===== config.mk =====
export PLATFORM = sky130hd
export DESIGN_NAME = pll_pwrup_seq
export DESIGN_NICKNAME = d
export VERILOG_FILES = /design/src/rtl/pll_seq_pkg.sv /design/src/rtl/pll_seq_timer.sv /design/src/rtl/pll_pwrup_seq.sv
export SDC_FILE = /design/constraint.sdc
export NUM_CORES = 1
export LEC_CHECK = 0
export CORE_UTILIZATION = 45
export CTS_BUF_LIST = sky130_fd_sc_hd__clkbuf_2 sky130_fd_sc_hd__clkbuf_4 sky130_fd_sc_hd__clkbuf_8
export CTS_CLUSTER_DIAMETER = 80
export DETAILED_ROUTE_END_ITERATION = 16
export PLACE_DENSITY = 0.68
export SYNTH_ARGS = -nofsm -noshare
export SYNTH_HDL_FRONTEND = slang
export SYNTH_SLANG_ARGS = --single-unit

===== constraint.sdc =====
create_clock -name CLK -period 3.1 [get_ports CLK]
set_input_delay 0.62 -clock CLK [delete_from_list [all_inputs] [get_ports CLK]]
set_output_delay 0.62 -clock CLK [all_outputs]
set_load 0.03 [all_outputs]

===== src/rtl/pll_seq_pkg.sv =====
// rtl/pll_seq_pkg.sv - state codes, loop-mode and dither constants, output decode for the PLL power-up sequencer
package pll_seq_pkg;

  typedef enum logic [3:0] {
    ST_IDLE    = 4'd0,
    ST_DISABLE = 4'd1,
    ST_LOAD    = 4'd2,
    ST_RST1    = 4'd3,
    ST_RELEASE = 4'd4,
    ST_ENABLE  = 4'd5,
    ST_RST2    = 4'd6,
    ST_SETTLE  = 4'd7,
    ST_CAL_ON  = 4'd8,
    ST_CAL_OFF = 4'd9,
    ST_RUN     = 4'd10,
    ST_ERR     = 4'd11
  } state_t;

  localparam logic MODE_PFDCP = 1'b0;
  localparam logic MODE_SPDGM = 1'b1;

  localparam logic [1:0] DN_S_PFDCP = 2'b00;
  localparam logic [1:0] DN_S_SPDGM = 2'b10;

  localparam int LOCK_CNT     = 8;
  localparam int LOCK_TO_MULT = 16;

  typedef struct packed {
    logic       narst;
    logic       ctrl;
    logic       pll_en;
    logic       dtc_en;
    logic       mmd_en;
    logic       dsm_en;
    logic       pfd_en;
    logic       cp_en;
    logic       spd_en;
    logic       phesig_en;
    logic       gaincal_en;
    logic       cal_mode;
    logic [1:0] dn_s;
    logic       otwcali_en;
    logic       busy;
    logic       done;
    logic       err;
  } seq_out_t;

  // Moore output map; paths stay off until LOAD so the loop never sees a half-configured frac path
  function automatic seq_out_t seq_decode(input state_t st, input logic mode);
    seq_out_t o;
    o       = '0;
    o.narst = 1'b1;
    o.ctrl  = 1'b1;
    o.dn_s  = DN_S_PFDCP;
    if (st != ST_IDLE && st != ST_DISABLE) begin
      o.dtc_en = 1'b1;
      o.mmd_en = 1'b1;
      o.dsm_en = 1'b1;
      if (mode == MODE_SPDGM) begin
        o.spd_en     = 1'b1;
        o.phesig_en  = 1'b1;
        o.gaincal_en = 1'b1;
        o.cal_mode   = 1'b1;
        o.dn_s       = DN_S_SPDGM;
      end else begin
        o.pfd_en = 1'b1;
        o.cp_en  = 1'b1;
      end
    end
    o.narst      = !(st inside {ST_RST1, ST_RST2});
    o.ctrl       = !(st inside {ST_RELEASE, ST_ENABLE, ST_RST2, ST_SETTLE,
                                ST_CAL_ON, ST_CAL_OFF, ST_RUN, ST_ERR});
    o.pll_en     = st inside {ST_ENABLE, ST_RST2, ST_SETTLE, ST_CAL_ON,
                              ST_CAL_OFF, ST_RUN, ST_ERR};
    o.otwcali_en = st inside {ST_CAL_ON, ST_RUN};
    o.busy       = !(st inside {ST_IDLE, ST_RUN, ST_ERR});
    o.done       = (st == ST_RUN);
    o.err        = (st == ST_ERR);
    return o;
  endfunction

endpackage


===== src/rtl/pll_seq_timer.sv =====
// rtl/pll_seq_timer.sv - CW-bit loadable down-counter that saturates at zero and flags it
module pll_seq_timer #(
  parameter int CW = 16
) (
  input  logic          clk,
  input  logic          nrst,
  input  logic          load,
  input  logic [CW-1:0] load_val,
  output logic [CW-1:0] count,
  output logic          zero
);

  logic [CW-1:0] cnt_q;

  always_ff @(posedge clk) begin
    if (!nrst) begin
      cnt_q <= '0;
    end else if (load) begin
      cnt_q <= load_val;
    end else if (cnt_q != '0) begin
      cnt_q <= cnt_q - 1'b1;
    end
  end

  assign count = cnt_q;
  assign zero  = (cnt_q == '0);

endmodule


===== src/rtl/pll_pwrup_seq.sv =====
// rtl/pll_pwrup_seq.sv - PLL power-up/config sequencer; PLL_SEQ_LOCKWAIT_EN adds lock-qualified settle exit and ERR state
module pll_pwrup_seq
  import pll_seq_pkg::*;
#(
  parameter int T_RST    = 2,
  parameter int T_SETTLE = 100,
  parameter int T_CALON  = 1300,
  parameter int T_CALOFF = 1000,
  parameter int CW       = 16
) (
  input  logic       CLK,
  input  logic       NRST,
  input  logic       START,
  input  logic       ABORT,
  input  logic       MODE,
  input  logic       LOCK,
  output logic       NARST_O,
  output logic       CTRL_O,
  output logic       PLL_EN_O,
  output logic       DTC_EN_O,
  output logic       MMD_EN_O,
  output logic       DSM_EN_O,
  output logic       PFD_EN_O,
  output logic       CP_EN_O,
  output logic       SPD_EN_O,
  output logic       PHESIG_GEN_EN_O,
  output logic       DTC_GAINCAL_EN_O,
  output logic       CAL_MODE_O,
  output logic [1:0] DN_S_O,
  output logic       OTWCALI_EN_O,
  output logic       BUSY,
  output logic       DONE,
  output logic       ERR,
  output logic [3:0] STATE_O
);

  localparam int RST_N    = (T_RST    < 1) ? 1 : T_RST;
  localparam int SETTLE_N = (T_SETTLE < 1) ? 1 : T_SETTLE;
  localparam int CALON_N  = (T_CALON  < 1) ? 1 : T_CALON;
  localparam int CALOFF_N = (T_CALOFF < 1) ? 1 : T_CALOFF;

  localparam logic [CW-1:0] RST_M1    = CW'(RST_N - 1);
  localparam logic [CW-1:0] SETTLE_M1 = CW'(SETTLE_N - 1);
  localparam logic [CW-1:0] CALON_M1  = CW'(CALON_N - 1);
  localparam logic [CW-1:0] CALOFF_M1 = CW'(CALOFF_N - 1);

  state_t        state_q, state_d;
  logic          mode_q;
  logic          tmr_load;
  logic [CW-1:0] tmr_val;
  logic [CW-1:0] tmr_cnt;
  logic          tmr_zero;
  seq_out_t      out_q, out_d;
  logic [3:0]    st_q;

  pll_seq_timer #(.CW(CW)) u_timer (
    .clk      (CLK),
    .nrst     (NRST),
    .load     (tmr_load),
    .load_val (tmr_val),
    .count    (tmr_cnt),
    .zero     (tmr_zero)
  );

`ifdef PLL_SEQ_LOCKWAIT_EN
  localparam int            TMAX     = (1 << CW) - 1;
  localparam int            TO_N     = LOCK_TO_MULT * SETTLE_N;
  localparam logic [CW-1:0] TO_M1    = CW'(((TO_N - 1) > TMAX) ? TMAX : (TO_N - 1));
  // The timer counts the whole timeout window; at or below GATE the minimum settle time has passed
  localparam logic [CW-1:0] GATE     = TO_M1 - SETTLE_M1;
  localparam logic [2:0]    LOCK_MAX = 3'(LOCK_CNT - 1);

  logic [2:0] lock_cnt;
  logic       lock_ok;

  always_ff @(posedge CLK) begin
    if (!NRST || state_q != ST_SETTLE || !LOCK) begin
      lock_cnt <= '0;
    end else if (lock_cnt != LOCK_MAX) begin
      lock_cnt <= lock_cnt + 3'd1;
    end
  end

  assign lock_ok = LOCK && (lock_cnt == LOCK_MAX) && (tmr_cnt <= GATE);
  assign ERR     = out_q.err;
`else
  localparam logic [CW-1:0] TO_M1 = SETTLE_M1;

  logic unused_sig;
  assign unused_sig = ^{LOCK, tmr_cnt, out_q.err};
  assign ERR        = 1'b0;
`endif

  always_comb begin
    state_d  = state_q;
    tmr_load = 1'b0;
    tmr_val  = '0;
    out_d    = seq_decode(state_q, mode_q);
    case (state_q)
      ST_IDLE:    if (START) state_d = ST_DISABLE;
      ST_DISABLE: state_d = ST_LOAD;
      ST_LOAD:    state_d = ST_RST1;
      ST_RST1:    if (tmr_zero) state_d = ST_RELEASE;
      ST_RELEASE: state_d = ST_ENABLE;
      ST_ENABLE:  state_d = ST_RST2;
      ST_RST2:    if (tmr_zero) state_d = ST_SETTLE;
`ifdef PLL_SEQ_LOCKWAIT_EN
      ST_SETTLE: begin
        if (lock_ok) begin
          state_d = ST_CAL_ON;
        end else if (tmr_zero) begin
          state_d = ST_ERR;
        end
      end
      ST_ERR:     state_d = ST_ERR;
`else
      ST_SETTLE:  if (tmr_zero) state_d = ST_CAL_ON;
`endif
      ST_CAL_ON:  if (tmr_zero) state_d = ST_CAL_OFF;
      ST_CAL_OFF: if (tmr_zero) state_d = ST_RUN;
      ST_RUN:     state_d = ST_RUN;
      default:    state_d = ST_IDLE;
    endcase
    if (ABORT) begin
      state_d = ST_IDLE;
    end
    if (state_d != state_q) begin
      tmr_load = 1'b1;
      case (state_d)
        ST_RST1, ST_RST2: tmr_val = RST_M1;
        ST_SETTLE:        tmr_val = TO_M1;
        ST_CAL_ON:        tmr_val = CALON_M1;
        ST_CAL_OFF:       tmr_val = CALOFF_M1;
        default:          tmr_val = '0;
      endcase
    end
  end

  // MODE tracks the pin while idle and freezes on the cycle START is accepted
  always_ff @(posedge CLK) begin
    if (!NRST) begin
      state_q <= ST_IDLE;
      mode_q  <= MODE_PFDCP;
      out_q   <= seq_decode(ST_IDLE, MODE_PFDCP);
      st_q    <= ST_IDLE;
    end else begin
      state_q <= state_d;
      if (state_q == ST_IDLE) begin
        mode_q <= MODE;
      end
      out_q   <= out_d;
      st_q    <= state_q;
    end
  end

  assign NARST_O          = out_q.narst;
  assign CTRL_O           = out_q.ctrl;
  assign PLL_EN_O         = out_q.pll_en;
  assign DTC_EN_O         = out_q.dtc_en;
  assign MMD_EN_O         = out_q.mmd_en;
  assign DSM_EN_O         = out_q.dsm_en;
  assign PFD_EN_O         = out_q.pfd_en;
  assign CP_EN_O          = out_q.cp_en;
  assign SPD_EN_O         = out_q.spd_en;
  assign PHESIG_GEN_EN_O  = out_q.phesig_en;
  assign DTC_GAINCAL_EN_O = out_q.gaincal_en;
  assign CAL_MODE_O       = out_q.cal_mode;
  assign DN_S_O           = out_q.dn_s;
  assign OTWCALI_EN_O     = out_q.otwcali_en;
  assign BUSY             = out_q.busy;
  assign DONE             = out_q.done;
  assign STATE_O          = st_q;

endmodule


==> results.ini <==
[cts]
clock_path_buffers=2
h-tree-depth=2
cts_tree=done
cts_resized=0
cts_buffers=5
cts_root_buf=clkbuf_8
hold_buffers=0
cts.sinks=34
post-cts-setup-buffers=0
cts.clk_slew.worst_paths_ns=0.07
clock_latency_ns=0.29

[route]
vias_per_cell=5.45
drtPass1Iterations=4
routedWlPerCell_um=13.4
wl_um=3830
route.detailed.drc=0
postRouteAntennaNets=0
vias=1552
drt-initial-drc-count=101

[logic_synthesis]
synth_top_cell_area_share_pct=35.3
syn_area_mm2=0.00193
synth_fa_ha_area_share_pct=3.24
yosys.area_share.simple_pct=28.7
ys_ff_latch=34
synth_top_family_by_area=simple AND/OR/NAND/NOR gates
ys_seq_area_share_pct=35.3
synth-xor-area-share_pct=6.81
postSynth.asyncResetShare_pct=0
synth_cells=217
synthMuxAreaShare_pct=1.10
synth-edff-count=0
synth_largest_area_cell=dfxtp_1
ys.flop_type=dfxtp_1
synth.distinct_cells=57
synth.top_cells.by_area=dfxtp_1 (35%), xnor2_1 (5.9%), nor2_1 (4.9%)
synth-compound-area-share_pct=16.3
ys_warn_count=0
avgSynthCellArea_um2=8.89

[setup_path]
crit_path_max_fanout=12
crit_chain=inv_1, ha_1, nor2_1, a21oi_4, nor4b_4, o2bb2a_4, o211ai_2, or3b_1, o22ai_2
cp_num_buf_inv=1
worstPathArrival_ns=2.93
start_kind=flip-flop
critPathKind=reg2reg
slowest_stage=or3b_1
worst_path_largest_cell_delay_ns=0.52
path_delay_family=simple AND/OR/NAND/NOR gates
cp.required_ns=3.32
endpoint_kind=flip-flop

[place]
place_hpwl_um=2790
place_congestion=0.789
dpl_cell_area_mm2=0.00213
dp_slack_ns=0.205
dp_cells=278
port_buffers=24

[global_route]
grt_max_degree=21
grt_pass1_wl_um=6440
grt_usage_pct=19.4
overflow=0
grt_pass1_vias=1345
antenna_found_initial=0

[timing]
hold_slack_ns=0.461
period_share_pct=87.6
period_needed_ns=2.72
maxSlewViolCount=0
max_freq_ghz=0.368
tns_ns=0
grt_setup_unrepaired=no
clock_skew_ns=0.00212
hold_viol_final=0
slew_headroom_pct=57.9
timing.final.ws_setup_ns=0.384
setup_viol=0
worst_pin_slew_ns=0.631

[final_layout]
antenna_cells=0
multiInputGateArea_mm2=0.00109
area.sequential_um2=681
fillers=387
area_growth_pct=14.5
fin_util_pct=54.4
final_area_mm2=0.00221
fin_cells=285
fin_nets=246
drive_above_1_share_pct=11.9

[die]
core-area_mm2=0.00406
dieWidth_um=67.5
core.rowCount=23
ios=28
start_util_pct=47.5
fp.dieH_um=67.5
dieArea_mm2=0.00455

[power_and_ir_drop]
swShare_pct=40.3
p_comb_share_pct=50.8
clkPwrFrac_pct=16.8
switching_power_mw=0.736
power_mw=1.82
ir_drop_v=0.000434
power_frac_seq_pct=32.4
p_int_mw=1.09
p_leak_nw=0.850
powerDensity_mw_per_mm2=826

[flow_run]
maxCapViolations=0

[status]
status=finished clean

[hold_path]
hold_path_class=reg2reg

-- path summary, 6_finish.rpt --
path                   start                 to  slack (ns)  cells after the start
setup / recovery  state_q[2]  u_timer.count[10]        0.38                      9
hold / removal        mode_q           PFD_EN_O        0.46                      1
setup reg to reg  state_q[2]  u_timer.count[10]        0.38                      9
hold reg to reg       mode_q           PFD_EN_O        0.46                      1
-- power groups by stage --
stage | clock (mW) | combinational, mW | sequential [mW]
CTS | 0.319 | 0.922 | 0.591
detailed placement | 0 | 0.921 | 0.599
floorplan | 0 | 0.824 | 0.583
global placement | 0 | 0.914 | 0.599
finish | 0.306 | 0.926 | 0.592
global route | 0.338 | 1.03 | 0.603
-- cell families after synthesis --
logic type / count (synthesis)
xor gates and xnor gates: 15
DFF: 34
adders and majority gates: 5
AOI/OAI and AO/OA: 40
muxes: 2
and+or+nand+nor: 95
buffers and inverters: 25
other: 1
-- state kept, by name, indices dropped and copies added, names as in the netlist --
name	count
u_timer.count	16
PLL_EN_O	1
BUSY	1
DN_S_O	1
OTWCALI_EN_O	1
CTRL_O	1
STATE_O	4
mode_q	1
DTC_EN_O	1
DONE	1
PFD_EN_O	1
state_q	4
NARST_O	1
-- synth_stat cells, types with 2 or more instances --
library cell / number
xor2_1: 2
and3b_1: 2
nor4_2: 2
nand3_1: 4
or4_4: 2
a21boi_0: 2
ha_1: 5
nor3_1: 9
nand4_1: 2
nor4b_2: 2
buf_4: 9
buf_6: 4
o211ai_2: 2
nand2_1: 19
nor4_1: 3
or3_1: 2
nor2_1: 25
a21o_1: 2
and2_1: 6
and3_1: 6
a2bb2oi_1: 2
o21ai_0: 5
a21oi_1: 4
nor2b_1: 2
dfxtp_1: 34
xnor2_1: 13
buf_2: 4
inv_1: 7
o22ai_1: 8
-- layout by cell type, fill, tap and decap left out, types with 3 or more instances in the layout --
cell / synthesis / routed
nor3_1: 9 / 9
inv_1: 7 / 7
dfxtp_1: 34 / 34
clkdlybuf4s50_1: 0 / 24
nand2_1: 19 / 19
o22ai_1: 8 / 8
nand3_1: 4 / 4
buf_4: 9 / 4
xnor2_1: 13 / 13
and2_1: 6 / 6
and3_1: 6 / 6
ha_1: 5 / 5
o21ai_0: 5 / 5
a21oi_1: 4 / 4
clkbuf_8: 0 / 5
nor4_1: 3 / 3
nor2_1: 25 / 25
-- cell type report --
cell class / instances / share of cell area [%]
Inverter: 7 / 1.19
Multi-Input combinational cell: 159 / 49.3
Sequential cell: 34 / 30.8
Clock inverter: 2 / 0.453
Timing Repair Buffer: 28 / 12.2
Clock buffer: 5 / 3.12
Tap cell: 50 / 2.83
-- routing by layer --
| layer | global-route usage, % | vias to the layer above | share of wire (%) |
|---|---|---|---|
| li1 | - | 792 | - |
| met1 | 27.1 | 705 | 51 |
| met2 | 26.9 | 51 | 42 |
| met3 | 5.41 | 4 | 5.1 |
| met4 | 9.84 | 0 | 1.1 |
| met5 | 0 | - | 0 |
Power figures use the tool's default switching activity.
